--- src/rtl/add_share_if.sv ---
// Requester-side bundle of the shared-adder arbiter: operand handshakes,
// pause control, tagged result strobe and busy status.
interface add_share_if #(
  parameter int NUM_REQ   = 4,
  parameter int DAT_WIDTH = 56,
  parameter int ID_WIDTH  = 2
);
  logic                           pause;
  logic [NUM_REQ-1:0]             req_valid;
  logic [NUM_REQ-1:0]             req_ready;
  logic [NUM_REQ*DAT_WIDTH-1:0]   req_a;
  logic [NUM_REQ*DAT_WIDTH-1:0]   req_b;
  logic                           res_valid;
  logic [ID_WIDTH-1:0]            res_id;
  logic [DAT_WIDTH:0]             res_sum;
  logic                           busy;

  // Requester / sequencer side
  modport master (
    output pause, req_valid, req_a, req_b,
    input  req_ready, res_valid, res_id, res_sum, busy
  );

  // Arbiter side
  modport slave (
    input  pause, req_valid, req_a, req_b,
    output req_ready, res_valid, res_id, res_sum, busy
  );
endinterface

--- src/rtl/add_share_arbiter.sv ---
// Round-robin arbiter sharing one pipelined adder among NUM_REQ requesters.
// Grants one operand pair per cycle, registers it onto the adder inputs and
// carries the requester ID alongside the adder through a tag pipeline so each
// returning sum is tagged with its owner.
module add_share_arbiter #(
  parameter int NUM_REQ     = 4,
  parameter int DAT_WIDTH   = 56,
  parameter int ADD_LATENCY = 1,
  parameter int ID_WIDTH    = 2
) (
  input  logic                 clk,
  input  logic                 rst,
  add_share_if.slave           bus,
  output logic [DAT_WIDTH-1:0] add_a,
  output logic [DAT_WIDTH-1:0] add_b,
  input  logic [DAT_WIDTH:0]   add_o
);

  logic [NUM_REQ-1:0]   grant;
  logic                 gnt_found;
  int                   gnt_idx;
  int                   scan_idx;

  logic [ID_WIDTH-1:0]  ptr_q, ptr_d;
  logic [DAT_WIDTH-1:0] add_a_q, add_a_d;
  logic [DAT_WIDTH-1:0] add_b_q, add_b_d;
  logic [ADD_LATENCY:0] tag_vld_q, tag_vld_d;
  logic [ID_WIDTH-1:0]  tag_id_q [ADD_LATENCY+1];
  logic [ID_WIDTH-1:0]  tag_id_d [ADD_LATENCY+1];
  logic                 res_valid_q, res_valid_d;
  logic [ID_WIDTH-1:0]  res_id_q, res_id_d;
  logic [DAT_WIDTH:0]   res_sum_q, res_sum_d;

  // Round-robin search: first valid requester starting at ptr, wrapping.
  // NOTE: every variable written here gets a default before any branch, so
  // no path leaves a value unassigned and no latch is inferred.
  always_comb begin
    grant     = '0;
    gnt_found = 1'b0;
    gnt_idx   = 0;
    scan_idx  = 0;
    if (!rst && !bus.pause) begin
      for (int k = 0; k < NUM_REQ; k++) begin
        scan_idx = (int'(ptr_q) + k) % NUM_REQ;
        if (!gnt_found && bus.req_valid[scan_idx]) begin
          gnt_found       = 1'b1;
          gnt_idx         = scan_idx;
          grant[scan_idx] = 1'b1;
        end
      end
    end
  end

  // Next-state: operand capture, pointer advance, tag shift, result capture.
  always_comb begin
    ptr_d       = ptr_q;
    add_a_d     = add_a_q;
    add_b_d     = add_b_q;
    tag_vld_d   = {tag_vld_q[ADD_LATENCY-1:0], gnt_found};
    tag_id_d[0] = ID_WIDTH'(gnt_idx);
    for (int s = 1; s <= ADD_LATENCY; s++) begin
      tag_id_d[s] = tag_id_q[s-1];
    end
    res_valid_d = tag_vld_q[ADD_LATENCY];
    res_id_d    = res_id_q;
    res_sum_d   = res_sum_q;

    if (gnt_found) begin
      add_a_d = bus.req_a[gnt_idx*DAT_WIDTH +: DAT_WIDTH];
      add_b_d = bus.req_b[gnt_idx*DAT_WIDTH +: DAT_WIDTH];
      ptr_d   = (gnt_idx == NUM_REQ - 1) ? '0 : ID_WIDTH'(gnt_idx + 1);
    end

    if (tag_vld_q[ADD_LATENCY]) begin
      res_id_d  = tag_id_q[ADD_LATENCY];
      res_sum_d = add_o;
    end
  end

  // Control and datapath registers; reset discards everything in flight.
  // NOTE: state registers use non-blocking assignments so every flop samples
  // the pre-edge values regardless of statement order.
  always_ff @(posedge clk) begin
    if (rst) begin
      ptr_q       <= '0;
      add_a_q     <= '0;
      add_b_q     <= '0;
      tag_vld_q   <= '0;
      res_valid_q <= 1'b0;
      res_id_q    <= '0;
      res_sum_q   <= '0;
    end else begin
      ptr_q       <= ptr_d;
      add_a_q     <= add_a_d;
      add_b_q     <= add_b_d;
      tag_vld_q   <= tag_vld_d;
      res_valid_q <= res_valid_d;
      res_id_q    <= res_id_d;
      res_sum_q   <= res_sum_d;
    end
  end

  // Tag ID shift register.
  // NOTE: the IDs are never observed unless the matching valid bit is set,
  // so this storage is deliberately left without reset.
  always_ff @(posedge clk) begin
    for (int s = 0; s <= ADD_LATENCY; s++) begin
      tag_id_q[s] <= tag_id_d[s];
    end
  end

  assign bus.req_ready = grant;
  assign bus.res_valid = res_valid_q;
  assign bus.res_id    = res_id_q;
  assign bus.res_sum   = res_sum_q;
  assign bus.busy      = |tag_vld_q;
  assign add_a         = add_a_q;
  assign add_b         = add_b_q;

endmodule

--- src/flat_wrapper.sv ---
// flat-port wrapper written by rule: the top's interface ports become plain ports
module add_share_arbiter_flat 
#(
  parameter int NUM_REQ     = 4,
  parameter int DAT_WIDTH   = 56,
  parameter int ADD_LATENCY = 1,
  parameter int ID_WIDTH    = 2
)
  (clk, rst, add_a, add_b, add_o, bus_pause, bus_req_valid, bus_req_a, bus_req_b, bus_req_ready, bus_res_valid, bus_res_id, bus_res_sum, bus_busy);
  add_share_if #(.NUM_REQ(NUM_REQ), .DAT_WIDTH(DAT_WIDTH), .ID_WIDTH(ID_WIDTH)) bus_i ();
  input  logic clk;
  input  logic rst;
  output logic [DAT_WIDTH-1:0] add_a;
  output logic [DAT_WIDTH-1:0] add_b;
  input  logic [DAT_WIDTH:0] add_o;
  input wire logic [$bits(bus_i.pause)-1:0] bus_pause;
  input wire logic [$bits(bus_i.req_valid)-1:0] bus_req_valid;
  input wire logic [$bits(bus_i.req_a)-1:0] bus_req_a;
  input wire logic [$bits(bus_i.req_b)-1:0] bus_req_b;
  output wire logic [$bits(bus_i.req_ready)-1:0] bus_req_ready;
  output wire logic [$bits(bus_i.res_valid)-1:0] bus_res_valid;
  output wire logic [$bits(bus_i.res_id)-1:0] bus_res_id;
  output wire logic [$bits(bus_i.res_sum)-1:0] bus_res_sum;
  output wire logic [$bits(bus_i.busy)-1:0] bus_busy;
  assign bus_i.pause = bus_pause;
  assign bus_i.req_valid = bus_req_valid;
  assign bus_i.req_a = bus_req_a;
  assign bus_i.req_b = bus_req_b;
  assign bus_req_ready = bus_i.req_ready;
  assign bus_res_valid = bus_i.res_valid;
  assign bus_res_id = bus_i.res_id;
  assign bus_res_sum = bus_i.res_sum;
  assign bus_busy = bus_i.busy;
  add_share_arbiter #(.NUM_REQ(NUM_REQ), .DAT_WIDTH(DAT_WIDTH), .ADD_LATENCY(ADD_LATENCY), .ID_WIDTH(ID_WIDTH)) u_core (.clk(clk), .rst(rst), .bus(bus_i), .add_a(add_a), .add_b(add_b), .add_o(add_o));
endmodule
--- config.mk ---
export PLATFORM = sky130hd
export DESIGN_NAME = add_share_arbiter_flat
export DESIGN_NICKNAME = d
export VERILOG_FILES = /design/src/rtl/add_share_if.sv /design/src/rtl/add_share_arbiter.sv /design/src/flat_wrapper.sv
export SDC_FILE = /design/constraint.sdc
export NUM_CORES = 1
export LEC_CHECK = 0
export BUFFER_PORTS_ARGS = -buffer_cell sky130_fd_sc_hd__buf_4
export CAP_MARGIN = 5
export CORE_AREA = 2 2 266 268
export CTS_CLUSTER_DIAMETER = 30
export DETAILED_ROUTE_END_ITERATION = 10
export DIE_AREA = 0 0 268 270
export SLEW_MARGIN = 0
export SYNTH_ARGS = -nofsm -noshare
export SYNTH_HDL_FRONTEND = slang
export SYNTH_SLANG_ARGS = --single-unit
--- constraint.sdc ---
create_clock -name clk -period 13 [get_ports clk]
set_input_delay 3.9 -clock clk [delete_from_list [all_inputs] [get_ports clk]]
set_output_delay 3.9 -clock clk [all_outputs]
set_load 0.02 [all_outputs]
Word-level counts from Yosys, hierarchy flattened
Memories as Yosys holds them, arrays and structs flattened. A register that Yosys moved wholly into a read port is not among the register bits.
Cells that the tools add are included.
{ "op_classes": {"addsub": 4, "n_mul": 1, "magnitude_cmp": 8, "n_eq_ne": 1, "n_shift": 2, "mux": 41, "bitwise_logic": 6, "reduce_logical": 17} }
{ "op_table": {"columns": ["operator", "count"], "rows": [
  ["$shiftx 224x32->56", 2],
  ["$mux 32", 4],
  ["$eq 32x3->1 const B", 1],
  ["$mul 32x4->29 const B", 1],
  ["$mux 4", 8],
  ["$mux 1", 19],
  ["$lt 3x4->1 const B", 3],
  ["$or 4x4->4", 3],
  ["$ge 3x1->1 const B", 3],
  ["$bmux 1 s2", 4],
  ["$demux 1 s2", 4],
  ["$logic_and 1x1->1", 8],
  ["$reduce_or 2->1", 4],
  ["$add 2x2->2 const B", 3],
  ["$logic_not 1->1", 5],
  ["$mux 2", 2],
  ["$and 1x1->1 const A", 3],
  ["$lt 2x3->1 const B", 1],
  ["$add 2x1->2 const B", 1],
  ["$ge 2x1->1 const B", 1]
]} }
{ "word_totals": {"register_bits": 174, "ram_bits": 4, "in_bits": 512, "out_inout_bits": 177, "elab_cells": 87, "n_memories": 1} }
{ "mem_list": {"columns": ["name", "words", "word_bits", "rd", "rd_clocked_by_memory_dff", "write_ports", "line", "text"], "rows": [
  ["u_core.tag_id_q", 2, 2, 2, 1, 2, "add_share_arbiter.sv:28", "logic [ID_WIDTH-1:0] tag_id_q [ADD_LATENCY+1];"]
]} }

Depth between registers and ports, before layout
{ "logic_depth": {"word_depth": 19, "ltp_mapped": 24, "depth_no_buf": 16} }

Worst setup path before layout
OpenSTA, ideal clock, no wires.
{ "synth_path": {"path_type": "input-to-output", "startpoint": "input bus_req_valid[3]", "endpoint": "output bus_req_ready[0]", "arrival_ns": 5.339, "required_time_ns": 9.100, "path_slack_ns": 3.761, "stages": 6, "n_path_buf": 1, "cell_sequence": "mux4_2 -> clkbuf_1 -> nor3_1 -> and2_1 -> a221oi_1 -> nor2_1"} }
{ "synth_between": {"elab_chain_cells": 16, "word_cells_on_any_way": 34, "classes_between": "25 x mux; 3 x bitwise; 6 x reduce/logical"} }
{ "synth_rtl": {"columns": ["element", "line", "text"], "rows": [
  ["start, declared", "flat_wrapper.sv:17", "input wire logic [$bits(bus_i.req_valid)-1:0] bus_req_valid;"],
  ["$bmux 1 s2", "add_share_arbiter.sv:45", "if (!gnt_found && bus.req_valid[scan_idx]) begin"],
  ["$mux 1 (not written as such)", "add_share_arbiter.sv:45", null],
  ["$mux 1", "add_share_arbiter.sv:45", null],
  ["$mux 1", "add_share_arbiter.sv:42", "if (!rst && !bus.pause) begin"],
  ["$logic_not 1->1", "add_share_arbiter.sv:45", null],
  ["$logic_and 1x1->1", "add_share_arbiter.sv:45", null],
  ["$mux 1", "add_share_arbiter.sv:45", null],
  ["$mux 1", "add_share_arbiter.sv:42", null],
  ["$logic_not 1->1", "add_share_arbiter.sv:45", null],
  ["$logic_and 1x1->1", "add_share_arbiter.sv:45", null],
  ["$mux 1", "add_share_arbiter.sv:45", null],
  ["$mux 1", "add_share_arbiter.sv:42", null],
  ["$logic_not 1->1", "add_share_arbiter.sv:45", null],
  ["$logic_and 1x1->1", "add_share_arbiter.sv:45", null],
  ["$mux 4 *", "add_share_arbiter.sv:45", null],
  ["$mux 4 *", "add_share_arbiter.sv:42", null],
  ["end, declared", "flat_wrapper.sv:20", "output wire logic [$bits(bus_i.req_ready)-1:0] bus_req_ready;"]
]} }
Every way passes the cells marked *; elsewhere a longest branch is shown, timed or not. The select of a mux whose other input is x is not followed.

Worst setup path in the final report
{ "layout_path": {"startpoint": "input bus_req_valid[2]", "endpoint": "output bus_req_ready[0]"} }
The elaborated chain is that of the path after synthesis.

==> flow_summary.ini <==
[detailed_routing]
drc = 0
vias_per_cell = 6.81
finalWirelength_um = 127000
drtPass1Iterations = 7
postRouteAntennaNets = 0
drt_first_iter_violations = 3532
vias = 24500
post_drt_wl_per_cell_um = 35.3

[global_routing]
grt_pass1_vias = 23800
grt_use_total = 0.341
antenna_found_initial = 22
grt_pass1_wl_um = 177000
grt_max_degree = 162
gr-total-overflow = 0

[clocking]
cts_buffer_depth = 2
cts.reportedPaths.clkPinSlew_ps = 80
cts_hold_buf = 0
clockRootBuffer = clkbuf_16
post_cts_buffers = 0
cts-htree-levels = 4
cts_resized = 0
cts_buffers = 17
cts.sinks = 180
cts_tree = done
insertion_delay_ps = 520

[placement]
numPlacedInstances = 3546
io_buffers = 688
dpl.hpwl_um = 92700
place_congestion = 0.994

[synthesis]
synth-simple-area-share = 0.0914
yosysSeqAreaShare = 0.162
synth-seq-cells = 180
synth_top_family_by_area = multiplexers
yosysUniqueCellTypes = 70
synthAdderAreaFrac = 0.00620
netlist_area_um2 = 22200
synth_edf_count = 0
synthArstFlopShare = 0
synthMuxAreaShare = 0.483
ys.flop_type = dfxtp_1
syn_avg_cell_area_um2 = 10.5
synth_compound_area_frac = 0.198
syn-num-nets = 2640
ys_warn_count = 0
syn_inst = 2117
synth_xor_xnor_area_share = 0

[final_layout]
area_growth_pct = 28.2
layout_common_cells = 728 x buf_4, 355 x mux4_2, 223 x mux2i_1, 222 x nand2_1, 179 x dfxtp_1
fin_cells = 3595
final_common_cell = buf_4
fill_cells = 6827
drive_above_1_share = 0.461
fin_nets = 3148

[sta]
slew_headroom = 0.0832
tns_ps = 0
rsz0062_at_grt = no
fmax_mhz = 105
worst_slew_pin_slew_ps = 1370
layout_worst_path_cycle_share = 0.732
setup-violations-final = 0
finalHoldViolCount = 0
min_period_ps = 9520
slew_violations = 0
fin_worst_skew_ps = 17.9

[worst_setup_path]
required_ps = 9100
crit_fanout = 7
worstSetupEndpointType = output port
ff2ff_path_depth = 15
worst-setup-path-type = input pin to output port
start_kind = input pin
cp_data_arrival_time_ps = 5620

[die]
core-area_um2 = 69500
row_count = 97
design.die.area_um2 = 72400
fp.dieH_um = 270
pin_count = 689
die_x_um = 268
initial_core_util = 0.319

[power]
peakVddDrop_mv = 0.110
internal_power_mw = 1.59
switching_share = 0.445
p_clk_frac = 0.202
seq_power_share = 0.237
p_leak_nw = 10.5
switchingPower_mw = 1.27
p_per_area_nw_per_um2 = 101
pwr-share-comb = 0.561

[status]
status = complete, no violations

[min_path]
min_path_type = flip-flop to flip-flop
min_path_cells = 0

[job]
max-cap-violations = 0
[kinds of logic after synthesis]
kind of cell    count (synthesis)
mux                           622
compound gates                584
simple gates                  467
buf+inv                       253
flops                         180
fa+ha+maj                      11
[metal layers]
layer	track usage	wire length, µm	up-vias	part of all wire
met5	0	66	-	0.00052
met1	0.408	44200	12200	0.35
li1	-	-	9856	-
met4	0.185	7300	10	0.058
met3	0.106	16100	380	0.13
met2	0.544	59200	2054	0.47
[path summary, 6_finish.rpt]
check                                      startpoint                     to  slack [ps]
worst min-delay path            u_core.tag_id_q[0][0]  u_core.tag_id_q[1][0]         330
worst max register to register        u_core.ptr_q[0]       u_core.add_b[32]        5560
worst max-delay path                 bus_req_valid[2]       bus_req_ready[0]        3480
worst min register to register  u_core.tag_id_q[0][0]  u_core.tag_id_q[1][0]         330
[registers in the layout, summed over array words and instances (netlist names)]
| signal | flops |
|---|---|
| u_core.add_a | 56 |
| u_core.add_b | 56 |
| u_core.bus.res_id | 2 |
| u_core.bus.res_sum | 57 |
| u_core.bus.res_valid | 1 |
| u_core.ptr_q | 2 |
| u_core.tag_id_q | 4 |
| u_core.tag_vld_q | 2 |
[cell type report]
cell class              count  area [µm²]  share of cell area
repair buffers            731        5530               0.194
multi-input cells        1684       17400               0.612
flip-flops and latches    180        3610               0.127
diodes                     17        42.5             0.00150
well taps                 940        1180              0.0413
clock buffers              17         425              0.0150
clock inverters            15         205             0.00721
inverters                  11        51.3             0.00180
[synth_stat cells (6+ instances only)]
library cell  count  area (µm²)
o21ai_0          59         295
a22oi_1          75         563
clkbuf_1        143         537
nand2b_1          6        37.5
mux2_2           44         495
a211o_1          12         105
nor4_1            7        43.8
o22ai_1          34         213
nor3_1           15        75.1
a221oi_1         62         543
a211oi_1         36         270
and4_1           11        96.3
a22o_1           40         350
mux4_2          355        8000
and3_1           14        87.6
inv_1             8        30.0
o2111a_1          6        67.6
a32oi_1           6        52.6
and2_1            6        37.5
nand3_1          44         220
o221ai_1         23         201
dfxtp_1         180        3600
buf_6            22         248
o31a_1            6        52.6
buf_1            33         124
a31oi_1           7        43.8
buf_4            31         233
nand2_1         223         837
o2111ai_1        12         105
nor2_1          123         462
a32o_1           18         180
mux2i_1         223        2230
buf_2             8        40.0
a21oi_1          70         350
o211ai_1         50         375
ha_1             11         138
a31o_2           14         123
a221o_1          10         100
[power by group through the flow]
stage / Sequential [mW] / Combinational, mW / Clock, mW
3_3_place_gp: 0.688 / 1.56 / 0
6_report: 0.678 / 1.61 / 0.579
3_5_place_dp: 0.688 / 1.57 / 0
5_1_grt: 0.682 / 1.67 / 0.604
2_1_floorplan: 0.725 / 0.922 / 0
4_1_cts: 0.676 / 1.58 / 0.586
[critical path: stages]
cell      delay [ps]
buf_4            130
mux4_2           590
nor3_1           260
and2_1           260
a221oi_1         110
nor2_1           190
buf_4            180
[through the flow]
stage	cell area [µm²]	utilization	power [mW]	setup slack [ps]	hold slack [ps]
floorplan	22200	-	1.65	3760	310
global placement	27800	0.399	2.25	3440	314
detailed placement	27800	0.399	2.26	3430	313
CTS	28400	0.408	2.84	3500	333
global route	28400	0.409	2.96	3400	341
finish	28400	0.409	2.86	3480	333
No activity file was read; power rests on OpenSTA's default activity.
